### config.mk
export PLATFORM = sky130hd
export DESIGN_NAME = mem_access_unit
export DESIGN_NICKNAME = d
export VERILOG_FILES = /design/src/rtl/mem_access_unit.sv
export SDC_FILE = /design/constraint.sdc
export NUM_CORES = 1
export LEC_CHECK = 0
export CAP_MARGIN = 5
export CORE_MARGIN = 3
export CORE_UTILIZATION = 50
export CTS_CLUSTER_DIAMETER = 60
export DETAILED_ROUTE_END_ITERATION = 8
export GPL_ROUTABILITY_DRIVEN = 0
export PLACE_DENSITY = 0.86
export SYNTH_ARGS = -nofsm -noshare
export SYNTH_HDL_FRONTEND = slang
export SYNTH_SLANG_ARGS = --single-unit
### constraint.sdc
create_clock -name clk -period 4.35 [get_ports clk]
set_input_delay 0.435 -clock clk [delete_from_list [all_inputs] [get_ports clk]]
set_output_delay 0.435 -clock clk [all_outputs]
set_load 0.01 [all_outputs]
### src/rtl/mem_access_unit.sv
`default_nettype none
// ============================================================================
// Module   : mem_access_unit
// Purpose  : Byte/half/word load-store engine in front of a word-only data
//            memory. Optional perf counters are enabled by MAU_PERF_CNT_EN.
// Revision : 1.0 - initial release
// ============================================================================
module mem_access_unit #(
    parameter int N = 32,
    parameter int R = 6
) (
    input  logic         clk,
    input  logic         rst_n,
    input  logic         req_valid,
    output logic         req_ready,
    input  logic         req_we,
    input  logic [1:0]   req_size,
    input  logic         req_unsigned,
    input  logic [N-1:0] req_addr,
    input  logic [N-1:0] req_wdata,
    output logic         resp_valid,
    output logic         resp_err,
    output logic [N-1:0] resp_rdata,
    output logic         mem_we,
    output logic [N-1:0] mem_addr,
    output logic [N-1:0] mem_wdata,
    input  logic [N-1:0] mem_rdata
`ifdef MAU_PERF_CNT_EN
    ,
    output logic [31:0]  load_cnt,
    output logic [31:0]  store_cnt,
    output logic [31:0]  err_cnt
`endif
);

    localparam logic [1:0] c_SZ_BYTE = 2'b00;
    localparam logic [1:0] c_SZ_HALF = 2'b01;
    localparam logic [1:0] c_SZ_WORD = 2'b10;

    typedef enum logic [2:0] {
        S_IDLE = 3'd0,
        S_RD   = 3'd1,
        S_WR   = 3'd2,
        S_RSP  = 3'd3,
        S_ERR  = 3'd4
    } state_t;

    state_t      r_state;
    state_t      w_state_nx;

    logic        r_we;
    logic [1:0]  r_size;
    logic        r_unsigned;
    logic [1:0]  r_lane;
    logic [15:0] r_wdata16;

    logic         w_misaligned;
    logic         w_accept;
    logic [4:0]   w_shift;
    logic [N-1:0] w_shifted;
    logic [N-1:0] w_load_ext;
    logic [N-1:0] w_mask;
    logic [N-1:0] w_ins;
    logic [N-1:0] w_merged;

    assign w_accept     = req_valid && (r_state == S_IDLE);
    assign w_misaligned = (req_size == 2'b11)
                       || ((req_size == c_SZ_HALF) && req_addr[0])
                       || ((req_size == c_SZ_WORD) && (req_addr[1:0] != 2'b00));

    // Lane offset in bits: halfwords snap to addr[1], bytes use addr[1:0].
    assign w_shift   = (r_size == c_SZ_HALF) ? {r_lane[1], 4'b0000} : {r_lane, 3'b000};
    assign w_shifted = mem_rdata >> w_shift;

    always_comb begin
        w_load_ext = mem_rdata;
        case (r_size)
            c_SZ_BYTE: w_load_ext = {{(N-8){~r_unsigned & w_shifted[7]}}, w_shifted[7:0]};
            c_SZ_HALF: w_load_ext = {{(N-16){~r_unsigned & w_shifted[15]}}, w_shifted[15:0]};
            default:   w_load_ext = mem_rdata;
        endcase
    end

    assign w_mask   = ((r_size == c_SZ_HALF) ? {{(N-16){1'b0}}, 16'hFFFF}
                                             : {{(N-8){1'b0}}, 8'hFF}) << w_shift;
    assign w_ins    = ({{(N-16){1'b0}}, r_wdata16} << w_shift) & w_mask;
    assign w_merged = (mem_rdata & ~w_mask) | w_ins;

    always_ff @(posedge clk or negedge rst_n) begin
        if (!rst_n) begin
            r_state <= S_IDLE;
        end else begin
            r_state <= w_state_nx;
        end
    end

    always_comb begin
        w_state_nx = r_state;
        case (r_state)
            S_IDLE: begin
                if (req_valid) begin
                    if (w_misaligned)                      w_state_nx = S_ERR;
                    else if (req_we && (req_size == c_SZ_WORD)) w_state_nx = S_WR;
                    else                                   w_state_nx = S_RD;
                end
            end
            S_RD:    w_state_nx = r_we ? S_WR : S_RSP;
            S_WR:    w_state_nx = S_RSP;
            S_RSP:   w_state_nx = S_IDLE;
            S_ERR:   w_state_nx = S_IDLE;
            default: w_state_nx = S_IDLE;
        endcase
    end

    // Status outputs decode straight from state so reset clears mem_we at once.
    assign req_ready  = (r_state == S_IDLE);
    assign mem_we     = (r_state == S_WR);
    assign resp_valid = (r_state == S_RSP) || (r_state == S_ERR);
    assign resp_err   = (r_state == S_ERR);

    always_ff @(posedge clk or negedge rst_n) begin
        if (!rst_n) begin
            r_we       <= 1'b0;
            r_size     <= 2'b00;
            r_unsigned <= 1'b0;
            r_lane     <= 2'b00;
            r_wdata16  <= 16'h0000;
            mem_addr   <= '0;
            mem_wdata  <= '0;
            resp_rdata <= '0;
        end else begin
            case (r_state)
                S_IDLE: begin
                    if (w_accept) begin
                        r_we       <= req_we;
                        r_size     <= req_size;
                        r_unsigned <= req_unsigned;
                        r_lane     <= req_addr[1:0];
                        r_wdata16  <= req_wdata[15:0];
                        if (w_misaligned) begin
                            resp_rdata <= '0;
                        end else begin
                            mem_addr <= {req_addr[N-1:R+2], req_addr[R+1:2], 2'b00};
                            if (req_we && (req_size == c_SZ_WORD)) begin
                                mem_wdata <= req_wdata;
                            end
                        end
                    end
                end
                S_RD: begin
                    if (r_we) mem_wdata  <= w_merged;
                    else      resp_rdata <= w_load_ext;
                end
                S_WR:    resp_rdata <= '0;
                default: ;
            endcase
        end
    end

`ifdef MAU_PERF_CNT_EN
    always_ff @(posedge clk or negedge rst_n) begin
        if (!rst_n) begin
            load_cnt  <= 32'd0;
            store_cnt <= 32'd0;
            err_cnt   <= 32'd0;
        end else begin
            if ((r_state == S_RSP) && !r_we) load_cnt  <= load_cnt + 32'd1;
            if ((r_state == S_RSP) && r_we)  store_cnt <= store_cnt + 32'd1;
            if (r_state == S_ERR)            err_cnt   <= err_cnt + 32'd1;
        end
    end
`endif

endmodule
`default_nettype wire

==> results.sh, run 1 <==
export IMPL_status="finished, final reports clean"
export IMPL_io_pins=203
export IMPL_clockPowerShare_pct=22.7
export IMPL_syn_avg_cell_area_um2=11.3
export IMPL_dpl_hpwl_um=13900
export IMPL_grt_pass1_wl_um=30500
export IMPL_grt_pass1_vias=5633
export IMPL_powerDensity_mw_per_mm2=788
export IMPL_synthFlopType="dfrtp_1"
export IMPL_die_h_um=117
export IMPL_rows=39
export IMPL_synth_xor_area_share_pct=0
export IMPL_layout_drive_gt1_share_pct=14.9
export IMPL_p_int_mw=4.40
export IMPL_synth_cell_types=52
export IMPL_cp_max_fo=30
export IMPL_dr_first_iter_drc_count=572
export IMPL_cts_root_buffer_cell="clkbuf_16"
export IMPL_period_needed_ns=2.48
export IMPL_synthAdderAreaFrac_pct=0
export IMPL_seqPwrFrac_pct=30.7
export IMPL_area_delta_synth_final_pct=43.2
export IMPL_final_cell_mix="199 x clkdlybuf4s50_1, 119 x dfrtp_1, 45 x o21ai_0"
export IMPL_cts_buffer_depth=2
export IMPL_p_sw_mw=2.56
export IMPL_clk_latency_ns=0.41
export IMPL_worst_slew_pin_slew_ns=0.958
export IMPL_peakVddDrop_mv=0.449
export IMPL_critPathArrivalTime_ns=2.77
export IMPL_synth_edf_count=0
export IMPL_core_area_mm2=0.0118
export IMPL_cts_hold_buffers=0
export IMPL_place_ws_ns=1.61
export IMPL_rsz0062_at_grt="no"
export IMPL_finalSetupTns_ns=0
export IMPL_crit_slowest_cell="nand2_2"
export IMPL_hold_violations=0
export IMPL_vias=5406
export IMPL_dr_max_layer_used="met4"
export IMPL_die_w_um=117
export IMPL_p_sw_share_pct=36.8
export IMPL_drv_slew=0
export IMPL_cp_num_buf_inv=1
export IMPL_synth_seq_cells=119
export IMPL_slew_headroom_pct=35.9
export IMPL_postCtsSetupRepairBufs=0
export IMPL_finalClockSkew_ns=0.00904
export IMPL_cts_resized=0
export IMPL_hp_class="in -> async"
export IMPL_end_kind="flip-flop"
export IMPL_synth_area_mux_share_pct=16.5
export IMPL_dr_wl_met2_um=9290
export IMPL_ys_warn_count=0
export IMPL_fin_ws_ns=1.87
export IMPL_leakagePower_nw=3.87
export IMPL_mostFrequentLayoutCell="clkdlybuf4s50_1"
export IMPL_antenna_found_initial=0
export IMPL_synth_compound_area_share_pct=22.1
export IMPL_cp_required_ns=4.64
export IMPL_syn_area_mm2=0.00617
export IMPL_p_comb_share_pct=46.6
export IMPL_synth_top_family_by_area="compound AO/OA/AOI/OAI gates"
export IMPL_cpPeakStageDelay_ns=0.61
export IMPL_post_route_period_util_pct=57.0
export IMPL_syn_inst=547
export IMPL_die_area_mm2=0.0137
export IMPL_grt_util_all_layers_pct=29.2
export IMPL_cts_max_level=4
export IMPL_cts_tree="yes"
export IMPL_drv_cap=0
export IMPL_detail_route_wl_per_cell_um=21.6
export IMPL_dr_wl_met3_um=1840
export IMPL_dr_pass1_iters=5
export IMPL_setup_viol=0
export IMPL_yosys_area_share_simple_pct=8.55
export IMPL_cts_buffers=17
export IMPL_fmax_mhz=403
export IMPL_port_buffers=200
export IMPL_nNetsFinal=833
export IMPL_initial_utilization_pct=52.5
export IMPL_crit_chain="nor3_2, and2_1, buf_4, nand2_2, mux2_4"
export IMPL_grt_max_degree=49
export IMPL_seq_area_frac_synth_pct=48.2
export IMPL_clkTransAtPathRegs_ns=0.06
export IMPL_num_antenna_cells=0
export IMPL_drt_antenna_violating_nets=0
export IMPL_wl_met1_um=7700
export IMPL_path_class="reg -> reg"
export IMPL_async_reset_ff_share_pct=100
export IMPL_overflow=0
export IMPL_route_detailed_drc=0
export IMPL_crit_family="simple AND/OR/NAND/NOR gates"
export IMPL_cts_sinks=119
export IMPL_vias_per_cell=5.96
export IMPL_start_kind="flip-flop"
export IMPL_wl_um=19600
[power groups by stage]
stage | Combinational, mW | Clock (mW) | Sequential (mW)
after floorplan | 1.79 | 0 | 2.14
after global placement | 3.10 | 0 | 2.10
after detailed placement | 3.21 | 0 | 2.11
after CTS | 3.24 | 1.59 | 2.13
after global routing | 3.50 | 1.63 | 2.20
final | 3.25 | 1.58 | 2.14
[final timing paths]
path	depth (start not counted)	end	from	slack [ns]
worst max-delay path	5	mem_addr[20]	r_state[0]	1.87
worst min-delay path	1	mem_wdata[3]	rst_n	0.02
worst max register to register	5	mem_addr[20]	r_state[0]	1.87
worst min register to register	1	mem_wdata[5]	mem_wdata[5]	0.48
max in group asynchronous	2	mem_addr[22]	rst_n	3.41
min in group clk	1	mem_wdata[5]	mem_wdata[5]	0.48
[flip-flops by register name, indices dropped and copies added (netlist names)]
| register | cells |
|---|---|
| r_unsigned | 1 |
| r_size | 2 |
| mem_addr | 30 |
| r_state | 3 |
| resp_rdata | 32 |
| r_wdata16 | 16 |
| mem_wdata | 32 |
| r_we | 1 |
| r_lane | 2 |
[cells in the mapped netlist, types with 2 or more instances]
library cell,count,share of area [%]
buf_4,6,0.73
mux2_4,30,7.3
and3_1,3,0.30
nand2_2,2,0.20
and2_1,4,0.41
a31oi_1,4,0.41
a22o_1,8,1.1
a211oi_1,16,1.9
mux2_2,20,3.6
a21oi_1,30,2.4
nor2_1,39,2.4
a32o_1,4,0.65
or3_1,8,0.81
buf_2,20,1.6
nor3b_1,2,0.24
o2bb2ai_1,21,3.0
nand2b_1,12,1.2
a211o_1,3,0.43
o21bai_1,2,0.24
buf_6,7,1.3
a41o_1,4,0.65
o221ai_1,6,0.85
mux2i_1,33,5.4
nor2b_1,2,0.20
nand3b_1,2,0.24
dfrtp_1,119,48
a22oi_1,6,0.73
inv_1,3,0.18
o21ai_0,45,3.6
nand2_1,17,1.0
a21oi_2,6,0.85
a21o_1,33,4.0
clkbuf_1,11,0.67
[through the flow]
| stage | std cells | total power [mW] | hold WS [ns] | instance area (um2) | utilization [%] |
|---|---|---|---|---|---|
| finish | 907 | 6.97 | 0.0178 | 8840 | 75.2 |
| global route | 907 | 7.33 | 0.0570 | 8840 | 75.2 |
| CTS | 907 | 6.96 | 0.0366 | 8840 | 75.2 |
| detailed placement | 875 | 5.32 | 0.465 | 8180 | 69.6 |
| global placement | 875 | 5.19 | 0.453 | 8180 | 69.6 |
| floorplan | 548 | 3.93 | 0.139 | 6180 | - |
[routing by layer]
| layer | vias up | track usage (%) |
|---|---|---|
| met5 | - | 0 |
| met4 | 0 | 13.5 |
| met3 | 75 | 8.23 |
| met2 | 340 | 47.0 |
| met1 | 2606 | 36.8 |
| li1 | 2385 | - |
[cell type report]
class	instances	area, um2
clock inverter	13	218
multi-input combinational	380	2920
clock buffer	19	443
inverter	4	15.0
sequential	119	2980
fill	757	2920
timing repair buffer	208	2060
tap	164	205
[cells by family after synthesis]
group | after synthesis
AND/OR/NAND/NOR | 101
flip-flops | 119
other | 1
multiplexers | 84
buffers and inverters | 49
AO/OA/AOI/OAI | 193
No activity file was read; power rests on OpenSTA's default activity.
==> run 2, diff against run 1 <==
Settings changed: CORE_UTILIZATION 50 to 42, PLACE_DENSITY 0.86 to 0.77.
Clock period 4.35 ns to 2.27 ns, I/O delays scaled along.
==> results.sh, run 2 (synthesized netlist as in run 1, its figures left out) <==
export IMPL_p_int_mw=8.87
export IMPL_grt_max_degree=120
export IMPL_hold_violations=0
export IMPL_start_kind="flip-flop"
export IMPL_area_delta_synth_final_pct=47.0
export IMPL_clk_latency_ns=0.41
export IMPL_peakVddDrop_mv=0.765
export IMPL_cp_required_ns=2.04
export IMPL_postCtsSetupRepairBufs=0
export IMPL_final_cell_mix="199 x clkdlybuf4s50_1, 118 x dfrtp_1, 45 x o21ai_0"
export IMPL_powerDensity_mw_per_mm2=1510
export IMPL_layout_drive_gt1_share_pct=16.8
export IMPL_slew_headroom_pct=55.0
export IMPL_setup_viol=0
export IMPL_end_kind="primary output"
export IMPL_drv_slew=0
export IMPL_clkTransAtPathRegs_ns=0.06
export IMPL_overflow=0
export IMPL_globalRouteMet1Util_pct=29.6
export IMPL_path_class="reg -> out"
export IMPL_fin_ws_ns=0.112
export IMPL_use_met2_pct=38.0
export IMPL_vias=5320
export IMPL_place_ws_ns=0.133
export IMPL_cts_tree="yes"
export IMPL_clockPowerShare_pct=23.4
export IMPL_period_needed_ns=2.16
export IMPL_cts_buffer_depth=2
export IMPL_dpl_cell_count=904
export IMPL_p_sw_mw=4.86
export IMPL_drt_antenna_violating_nets=0
export IMPL_leakagePower_nw=3.98
export IMPL_detail_route_wl_per_cell_um=20.6
export IMPL_nNetsFinal=847
export IMPL_route_detailed_drc=0
export IMPL_gr_max_usage_layer="met2"
export IMPL_die_area_mm2=0.0162
export IMPL_io_pins=203
export IMPL_final_cells=937
export IMPL_status="finished, final reports clean"
export IMPL_r2r_cells=5
export IMPL_dr_first_iter_drc_count=384
export IMPL_finalClockSkew_ns=0.00942
export IMPL_hold_path_startpoint="req_unsigned"
export IMPL_dpl_hpwl_um=14000
export IMPL_num_antenna_cells=0
export IMPL_p_sw_share_pct=35.4
export IMPL_grt_util_all_layers_pct=24.0
export IMPL_hold_path_endpoint="r_unsigned"
export IMPL_rows=43
export IMPL_min_path_cells=3
export IMPL_p_comb_share_pct=47.5
export IMPL_drv_cap=0
export IMPL_grt_pass1_vias=5506
export IMPL_hp_class="in -> reg"
export IMPL_die_w_um=127
export IMPL_reg2reg_slack_ns=0.24
export IMPL_finalSetupTns_ns=0
export IMPL_cp_max_fo=7
export IMPL_top_regs="mem_wdata x32, resp_rdata x32, mem_addr x30"
export IMPL_initial_utilization_pct=43.6
export IMPL_mostFrequentLayoutCell="clkdlybuf4s50_1"
export IMPL_cts_max_level=4
export IMPL_cts_sinks=119
export IMPL_rsz0062_at_grt="no"
export IMPL_grt_pass1_wl_um=30100
export IMPL_cts_buffers=17
export IMPL_hold_ws_ns=0.386
export IMPL_rr_startpoint="r_lane[0]"
export IMPL_fmax_mhz=463
export IMPL_antenna_found_initial=1
export IMPL_seqPwrFrac_pct=29.1
export IMPL_core_area_mm2=0.0141
export IMPL_dr_pass1_iters=5
export IMPL_use_met3_pct=9.24
export IMPL_wl_um=19300
export IMPL_vias_per_cell=5.68
export IMPL_critPathArrivalTime_ns=1.93
export IMPL_die_h_um=127
export IMPL_r2r_end="resp_rdata[7]"
export IMPL_cts_root_buffer_cell="clkbuf_16"
export IMPL_worst_slew_pin_slew_ns=0.675
export IMPL_post_route_period_util_pct=95.1
export IMPL_port_buffers=200
## run 2: changes by cell type in the layout (fill, tap and decap cells not counted), moves of 2 or more
cell       change
clkinv_4       -2
bufinv_16      +2
buf_12         +5
clkinv_2       +3
buf_4          +8
inv_6          -3
## run 2: critical path, stage by stage, from the launching register on
cell and delay, ns:
dfrtp_1 0.48, nor2_2 0.18, and2_1 0.16, o21bai_1 0.13
clkdlybuf4s50_1 0.56
## run 2: power by group through the flow
stage	clock (mW)	sequential, mW	combinational (mW)
2_1_floorplan	0	4.11	3.43
3_3_place_gp	0	3.94	6.32
3_5_place_dp	0	3.97	6.49
4_1_cts	3.25	3.98	6.54
5_1_grt	3.35	4.12	7.00
6_report	3.21	3.99	6.52
## run 2: layout make-up
type                            count  area [um2]
Inverter                            4        15.0
Clock buffer                       19         453
Multi-Input combinational cell    380        2930
Clock inverter                     13         249
Sequential cell                   119        2980
Tap cell                          180         225
Fill cell                        1069        5070
Timing Repair Buffer              222        2230
## run 2: layer usage
layer,wire (um),share of wire [%]
met5,13,0.067
met4,556,2.9
met3,1800,9.3
met2,9190,48
met1,7750,40
## run 2: worst max path at each step
stage,startpoint,endpoint,slack [ns],depth (start not counted)
after detailed placement,req_size[0],mem_wdata[20],0.13,7
after floorplan,r_state[0],r_wdata16[10],0.51,6
final,r_state[1],resp_valid,0.11,4
after global placement,req_size[0],mem_wdata[1],0.25,7
after CTS,r_state[0],resp_valid,0.03,4
after global routing,r_state[1],resp_valid,0.008,4
## run 2: what timing repair did
action / CTS / global route
hold buffers: 1 / 0
hold endpoints to repair: 119 / 0
resized for setup: 0 / 2
setup endpoints to repair: 0 / 1
## run 2: through the flow
step | utilization (%) | total power, mW | instance area [um2]
floorplan | - | 7.53 | 6180
global placement | 59.1 | 10.3 | 8360
detailed placement | 59.1 | 10.5 | 8360
CTS | 64.1 | 13.8 | 9070
global route | 64.2 | 14.5 | 9080
finish | 64.2 | 13.7 | 9080
